### src/rtl/pic12f508_pkg.sv
// Shared constants for the PIC12F508 Timer0 slice: OPTION bit layout,
// file address, prescaler sizing and post-write inhibit length.
package pic12f508_pkg;
  localparam int OPT_PS_LSB  = 0;
  localparam int OPT_PS_MSB  = 2;
  localparam int OPT_PSA     = 3;
  localparam int OPT_T0SE    = 4;
  localparam int OPT_T0CS    = 5;
  localparam logic [4:0] TMR0_ADDR = 5'h01;
  localparam int PRE_W_DEF   = 8;
  localparam int INHIBIT_LEN = 2;
  localparam int BLANK_CLKS  = 3;

  typedef enum logic {SRC_CYC = 1'b0, SRC_T0CKI = 1'b1} t0_src_e;

  // Low (ps+1) bits set: prescaler taps for ratio 2^(ps+1).
  function automatic logic [7:0] ps_mask(input logic [2:0] ps);
    return 8'((9'd2 << ps) - 9'd1);
  endfunction
endpackage

### src/rtl/pic12f508_tmr0_if.sv
// Control/data bundle between the core and the Timer0 block.
interface pic12f508_tmr0_if;
  logic       cyc_en;
  logic       t0cs;
  logic       t0se;
  logic       psa;
  logic [2:0] ps;
  logic       t0cki;
  logic       wr_en;
  logic [7:0] wr_data;
  logic       clrwdt;
  logic       wdt_base;
  logic [7:0] tmr0;
  logic       ovf;
  logic       wdt_tick;

  modport master (output cyc_en, t0cs, t0se, psa, ps, t0cki, wr_en, wr_data,
                         clrwdt, wdt_base,
                  input  tmr0, ovf, wdt_tick);
  modport slave  (input  cyc_en, t0cs, t0se, psa, ps, t0cki, wr_en, wr_data,
                         clrwdt, wdt_base,
                  output tmr0, ovf, wdt_tick);
endinterface

### src/rtl/pic12f508_tmr0_t0cki_sync.sv
// T0CKI pin synchronizer with post-reset blanking and polarity-selected
// single-clk edge pulse.
module pic12f508_tmr0_t0cki_sync
  import pic12f508_pkg::*;
(
  input  logic clk,
  input  logic rst_n,
  input  logic pin,
  input  logic fall,
  output logic edge_pulse
);
  logic       s1, s2, hist;
  logic [1:0] blank_cnt;
  logic       armed;

  always_ff @(posedge clk or negedge rst_n) begin
    if (!rst_n) begin
      s1        <= 1'b0;
      s2        <= 1'b0;
      hist      <= 1'b0;
      blank_cnt <= '0;
    end else begin
      s1   <= pin;
      s2   <= s1;
      hist <= s2;
      if (!armed) blank_cnt <= blank_cnt + 2'd1;
    end
  end

  // History keeps tracking during blanking, so a pin already high at
  // reset release settles without producing an edge.
  assign armed      = (blank_cnt == 2'(BLANK_CLKS));
  assign edge_pulse = armed & (fall ? (hist & ~s2) : (s2 & ~hist));
endmodule

### src/rtl/pic12f508_tmr0.sv
// Timer0: 8-bit TMR0 with the prescaler shared between TMR0 and the WDT,
// clocked by the instruction cycle or by T0CKI edges.
module pic12f508_tmr0
  import pic12f508_pkg::*;
#(
  parameter int PRE_W = PRE_W_DEF
) (
  input logic              clk,
  input logic              rst_n,
  pic12f508_tmr0_if.slave  bus
);
  logic             edge_pulse, pending;
  logic             cnt_evt, pre_evt, pre_clr, hit, inc;
  logic [PRE_W-1:0] pre, mask;
  logic [1:0]       inh;
  logic [7:0]       tmr0_q;
  logic             ovf_q, tick_q;

  pic12f508_tmr0_t0cki_sync u_t0cki_sync (
    .clk        (clk),
    .rst_n      (rst_n),
    .pin        (bus.t0cki),
    .fall       (bus.t0se),
    .edge_pulse (edge_pulse)
  );

  always_comb begin
    mask    = PRE_W'(ps_mask(bus.ps));
    hit     = ((pre & mask) == mask);
    cnt_evt = bus.cyc_en & (~bus.t0cs | pending);
    pre_evt = bus.psa ? bus.wdt_base : cnt_evt;
    pre_clr = bus.psa ? bus.clrwdt : bus.wr_en;
    inc     = cnt_evt & (bus.psa | hit) & (inh == 2'd0);
  end

  always_ff @(posedge clk or negedge rst_n) begin
    if (!rst_n) begin
      pending <= 1'b0;
      pre     <= '0;
      inh     <= '0;
      tmr0_q  <= '0;
      ovf_q   <= 1'b0;
      tick_q  <= 1'b0;
    end else begin
      // Any number of edges within one instruction cycle collapse to one.
      if (bus.t0cs && edge_pulse)        pending <= 1'b1;
      else if (bus.cyc_en || !bus.t0cs)  pending <= 1'b0;

      if (pre_clr)      pre <= '0;
      else if (pre_evt) pre <= pre + 1'b1;

      if (bus.wr_en)                     inh <= 2'(INHIBIT_LEN);
      else if (bus.cyc_en && inh != '0)  inh <= inh - 2'd1;

      ovf_q <= 1'b0;
      if (bus.wr_en) begin
        tmr0_q <= bus.wr_data;
      end else if (inc) begin
        tmr0_q <= tmr0_q + 8'd1;
        ovf_q  <= (tmr0_q == 8'hFF);
      end

      tick_q <= bus.psa ? (bus.wdt_base & hit) : bus.wdt_base;
    end
  end

  assign bus.tmr0     = tmr0_q;
  assign bus.ovf      = ovf_q;
  assign bus.wdt_tick = tick_q;
endmodule

### src/flat_wrapper.sv
// flat-port wrapper written by rule: the top's interface ports become plain ports
module pic12f508_tmr0_flat import pic12f508_pkg::*;
#(
  parameter int PRE_W = PRE_W_DEF
)
  (clk, rst_n, bus_cyc_en, bus_t0cs, bus_t0se, bus_psa, bus_ps, bus_t0cki, bus_wr_en, bus_wr_data, bus_clrwdt, bus_wdt_base, bus_tmr0, bus_ovf, bus_wdt_tick);
  pic12f508_tmr0_if bus_i ();
  input logic clk;
  input logic rst_n;
  input wire logic [$bits(bus_i.cyc_en)-1:0] bus_cyc_en;
  input wire logic [$bits(bus_i.t0cs)-1:0] bus_t0cs;
  input wire logic [$bits(bus_i.t0se)-1:0] bus_t0se;
  input wire logic [$bits(bus_i.psa)-1:0] bus_psa;
  input wire logic [$bits(bus_i.ps)-1:0] bus_ps;
  input wire logic [$bits(bus_i.t0cki)-1:0] bus_t0cki;
  input wire logic [$bits(bus_i.wr_en)-1:0] bus_wr_en;
  input wire logic [$bits(bus_i.wr_data)-1:0] bus_wr_data;
  input wire logic [$bits(bus_i.clrwdt)-1:0] bus_clrwdt;
  input wire logic [$bits(bus_i.wdt_base)-1:0] bus_wdt_base;
  output wire logic [$bits(bus_i.tmr0)-1:0] bus_tmr0;
  output wire logic [$bits(bus_i.ovf)-1:0] bus_ovf;
  output wire logic [$bits(bus_i.wdt_tick)-1:0] bus_wdt_tick;
  assign bus_i.cyc_en = bus_cyc_en;
  assign bus_i.t0cs = bus_t0cs;
  assign bus_i.t0se = bus_t0se;
  assign bus_i.psa = bus_psa;
  assign bus_i.ps = bus_ps;
  assign bus_i.t0cki = bus_t0cki;
  assign bus_i.wr_en = bus_wr_en;
  assign bus_i.wr_data = bus_wr_data;
  assign bus_i.clrwdt = bus_clrwdt;
  assign bus_i.wdt_base = bus_wdt_base;
  assign bus_tmr0 = bus_i.tmr0;
  assign bus_ovf = bus_i.ovf;
  assign bus_wdt_tick = bus_i.wdt_tick;
  pic12f508_tmr0 #(.PRE_W(PRE_W)) u_core (.clk(clk), .rst_n(rst_n), .bus(bus_i));
endmodule
### config.mk
export PLATFORM = sky130hd
export DESIGN_NAME = pic12f508_tmr0_flat
export DESIGN_NICKNAME = d
export VERILOG_FILES = /design/src/rtl/pic12f508_pkg.sv /design/src/rtl/pic12f508_tmr0_if.sv /design/src/rtl/pic12f508_tmr0_t0cki_sync.sv /design/src/rtl/pic12f508_tmr0.sv /design/src/flat_wrapper.sv
export SDC_FILE = /design/constraint.sdc
export NUM_CORES = 1
export LEC_CHECK = 0
export BUFFER_PORTS_ARGS = -buffer_cell sky130_fd_sc_hd__buf_4
export CORE_MARGIN = 2
export CORE_UTILIZATION = 25
export CTS_BUF_LIST = sky130_fd_sc_hd__clkbuf_2 sky130_fd_sc_hd__clkbuf_4 sky130_fd_sc_hd__clkbuf_8
export CTS_CLUSTER_SIZE = 28
export DETAILED_ROUTE_END_ITERATION = 10
export PLACE_DENSITY = 0.48
export SYNTH_ARGS = -nofsm -noshare
export SYNTH_HDL_FRONTEND = slang
export SYNTH_SLANG_ARGS = --single-unit
### constraint.sdc
create_clock -name clk -period 2.5 [get_ports clk]
set_input_delay 0.125 -clock clk [delete_from_list [all_inputs] [get_ports clk]]
set_output_delay 0.125 -clock clk [all_outputs]
set_load 0.03 [all_outputs]
==> results by group <==
Worst setup path
  • WP data required: 2.69 ns
  • Critical path type: input port to flip-flop
  • Critical path capture point type: flip-flop
  • Critical Path Fanout Max: 13
  • Arr. time, crit path: 2.46 ns
  • Startpoint types: input port

Routing
  • Avg WL per Cell: 12.5 um
  • Via-per-instance ratio: 4.72
  • 1st-iter DRT viols: 49
  • Antenna violation net count after detailed routing: 0
  • DR vias: 1236
  • # DRC: 0
  • DRT Pass-1 Iters: 4
  • Final wirelength: 3.26 mm

Synthesis
  • Synth unique cells: 38
  • Synth area leader: dfrtp_1
  • Syn Nets: 178
  • Share of the synthesized area in the top cell type: 44.8%
  • Ys Warns: 0
  • Mapped Cells: 152
  • Post-synthesis sequential area ratio: 44.8%
  • Synth Cell Area: 1450 um^2
  • Avg Cell Area, Syn: 9.56 um^2
  • Top cells by area, synth: dfrtp_1 45%, ha_1 4.3%, nand2_1 4.1%, nor2_1 4.1%, xnor2_1 3.0%
  • Yosys reg bits: 26

Global routing
  • First-pass GRT wire length: 5.54 mm
  • GRT Util Overall: 11.0%
  • Largest net degree at the start of global routing: 27
  • Initial antenna violation count: 0
  • Gr ovfl total: 0
  • Vias in the first global route: 1186

Power
  • Pwr/cell area: 496 nW/um^2
  • Total Power: 0.917 mW
  • Max IR drop VDD: 0.000160 V
  • Leak: 0.796 nW

STA
  • Setup TNS: 0 ns
  • Hold Vio Cnt, Final: 0
  • RSZ-0062 raised after global routing: false
  • Rel. slew slack: 63.4%
  • Clock period minus worst slack: 2.26 ns
  • Slew Limit Fails: 0
  • Final Skew: 0.00114 ns
  • Hold Worst Slack: 0.0569 ns
  • Final setup vio count: 0
  • Final period utilization: 90.6%
  • Final worst setup slack: 0.236 ns
  • Slew @ Worst Pin: 0.545 ns
  • Top achievable clock speed: 442 MHz

Cells and area
  • Area of the multi-input gates: 746 um^2
  • NumNets Final: 218
  • Number of non-filler instances in the completed layout: 262
  • Post-route design area: 1850 um^2
  • Most frequent cells in the layout: 36 x buf_4, 26 x dfrtp_1, 16 x nor2_1, 16 x nand2_1
  • Commonest non-fill, non-tap cell in the layout: buf_4
  • Reg area: 651 um^2
  • Ant. Diodes: 0
  • Layout cells sized above 1: 24.2%
  • Filler cell count: 606
  • Area Growth Syn to Fin: 27.2%
  • Final Util: 33.2%

Die
  • Die area: 6440 um^2
  • Starting density of the core: 26.1%
  • Core area: 5570 um^2
  • Die width: 80.2 um
  • # IOs: 31
  • Die Y: 80.2 um
  • Row cnt: 27

Clock network
  • CTS clk-pin slew, worst paths: 0.09 ns
  • CTS tree: done
  • Root Driver: clkbuf_8
  • Clk_lat worst skew: 0.26 ns
  • Clk sink count: 26
  • PostCTS Resize Cnt: 0
  • TritonCTS buffer count: 3
  • CTS max path bufs: 2
  • CTS H-tree lvls: 1

Placed design
  • Number of port buffers: 30
  • Area after DPL: 1790 um^2
  • RePlAce Congestion: 0.766
  • Place WS: -0.0291 ns
  • HPWL after detailed placement: 2.39 mm
  • Post-placement cell count: 257

Flow run
  • # Max-Cap Violations: 0

Status
  • Status: complete, no violations

Hold path
  • Hold Path Class: input port to flip-flop
==> final cells by class <==
class	count	area share, %
repair buffers	38	15.7
multi-input cells	115	40.4
well taps	72	4.87
clock buffers	3	2.23
inverters	8	1.62
flip-flops and latches	26	35.2
==> synthesized netlist by cell type, drive strengths merged <==
cell type,instances
mux2i,2
a31oi,5
buf,2
a32oi,1
or3,5
nor4,2
nor3b,1
clkbuf,1
and3b,2
o31ai,4
o211ai,5
a311o,1
nand3,5
a21oi,5
nor4b,1
nand2b,2
nand4,5
xor2,3
o21ai,9
inv,8
or3b,1
or4,4
nand2,16
ha,5
nor3,2
a31o,1
xnor2,5
a21boi,1
nor2,16
dfrtp,26
nor2b,3
a211oi,1
mux2,1
or4b,1
==> cells by family after synthesis <==
kind of cell	Yosys count	synth area share, %
AO/OA/AOI/OAI	33	15.1
multiplexers	3	2.15
flip-flops	26	44.8
AND/OR/NAND/NOR	66	25.0
XOR/XNOR	8	4.82
adder cells (fa/ha/maj)	5	4.31
buffers and inverters	11	3.88
==> final timing paths <==
path                                              from                      to  slack, ns  cells after the start
worst max-delay path                         bus_ps[2]      u_core.bus.tmr0[6]       0.24                     10
worst min-delay path                    bus_wr_data[4]      u_core.bus.tmr0[4]       0.06                      3
worst max register to register           u_core.pre[0]      u_core.bus.tmr0[6]       0.40                      7
worst min register to register  u_core.u_t0cki_sync.s1  u_core.u_t0cki_sync.s2       0.35                      0
max in group asynchronous                        rst_n      u_core.bus.tmr0[6]       1.94                      2
min in group asynchronous                        rst_n           u_core.pre[3]       0.30                      2
==> power by group <==
part / leakage (nW) / internal [mW] / switching, mW
Clock: 0.0216 / 0.108 / 0.130
Sequential: 0.318 / 0.447 / 0.0288
Combinational: 0.456 / 0.0911 / 0.112
==> metal layers <==
layer,up-vias,part of all wire [%],global-route usage (%)
li1,629,-,-
met2,12,47,16.7
met1,593,50,15.9
met3,2,3.0,2.02
met4,0,0.71,3.05
met5,-,0,0
==> flip-flops by register name, summed over array words and instances, names as in the netlist <==
name	cells
u_core.u_t0cki_sync.blank_cnt	2
u_core.bus.tmr0	8
u_core.pre	8
u_core.u_t0cki_sync.s1	1
u_core.pending	1
u_core.bus.ovf	1
u_core.u_t0cki_sync.hist	1
u_core.u_t0cki_sync.s2	1
u_core.inh	2
u_core.bus.wdt_tick	1
==> critical path, cell delays in order <==
cell	delay [ns]
buf_4	0.11
or3_4	0.38
ha_1	0.29
o21ai_0	0.07
a311o_1	0.32
nor4_2	0.24
a32oi_2	0.07
buf_4	0.19
or4_1	0.50
a31oi_1	0.17
==> timing repair <==
action | 4_1_cts | 5_1_grt
endpoints found under the hold margin | 27 | 0
buffers inserted | 0 | 0
hold buffers | 2 | 0
Power figures use the tool's default switching activity.
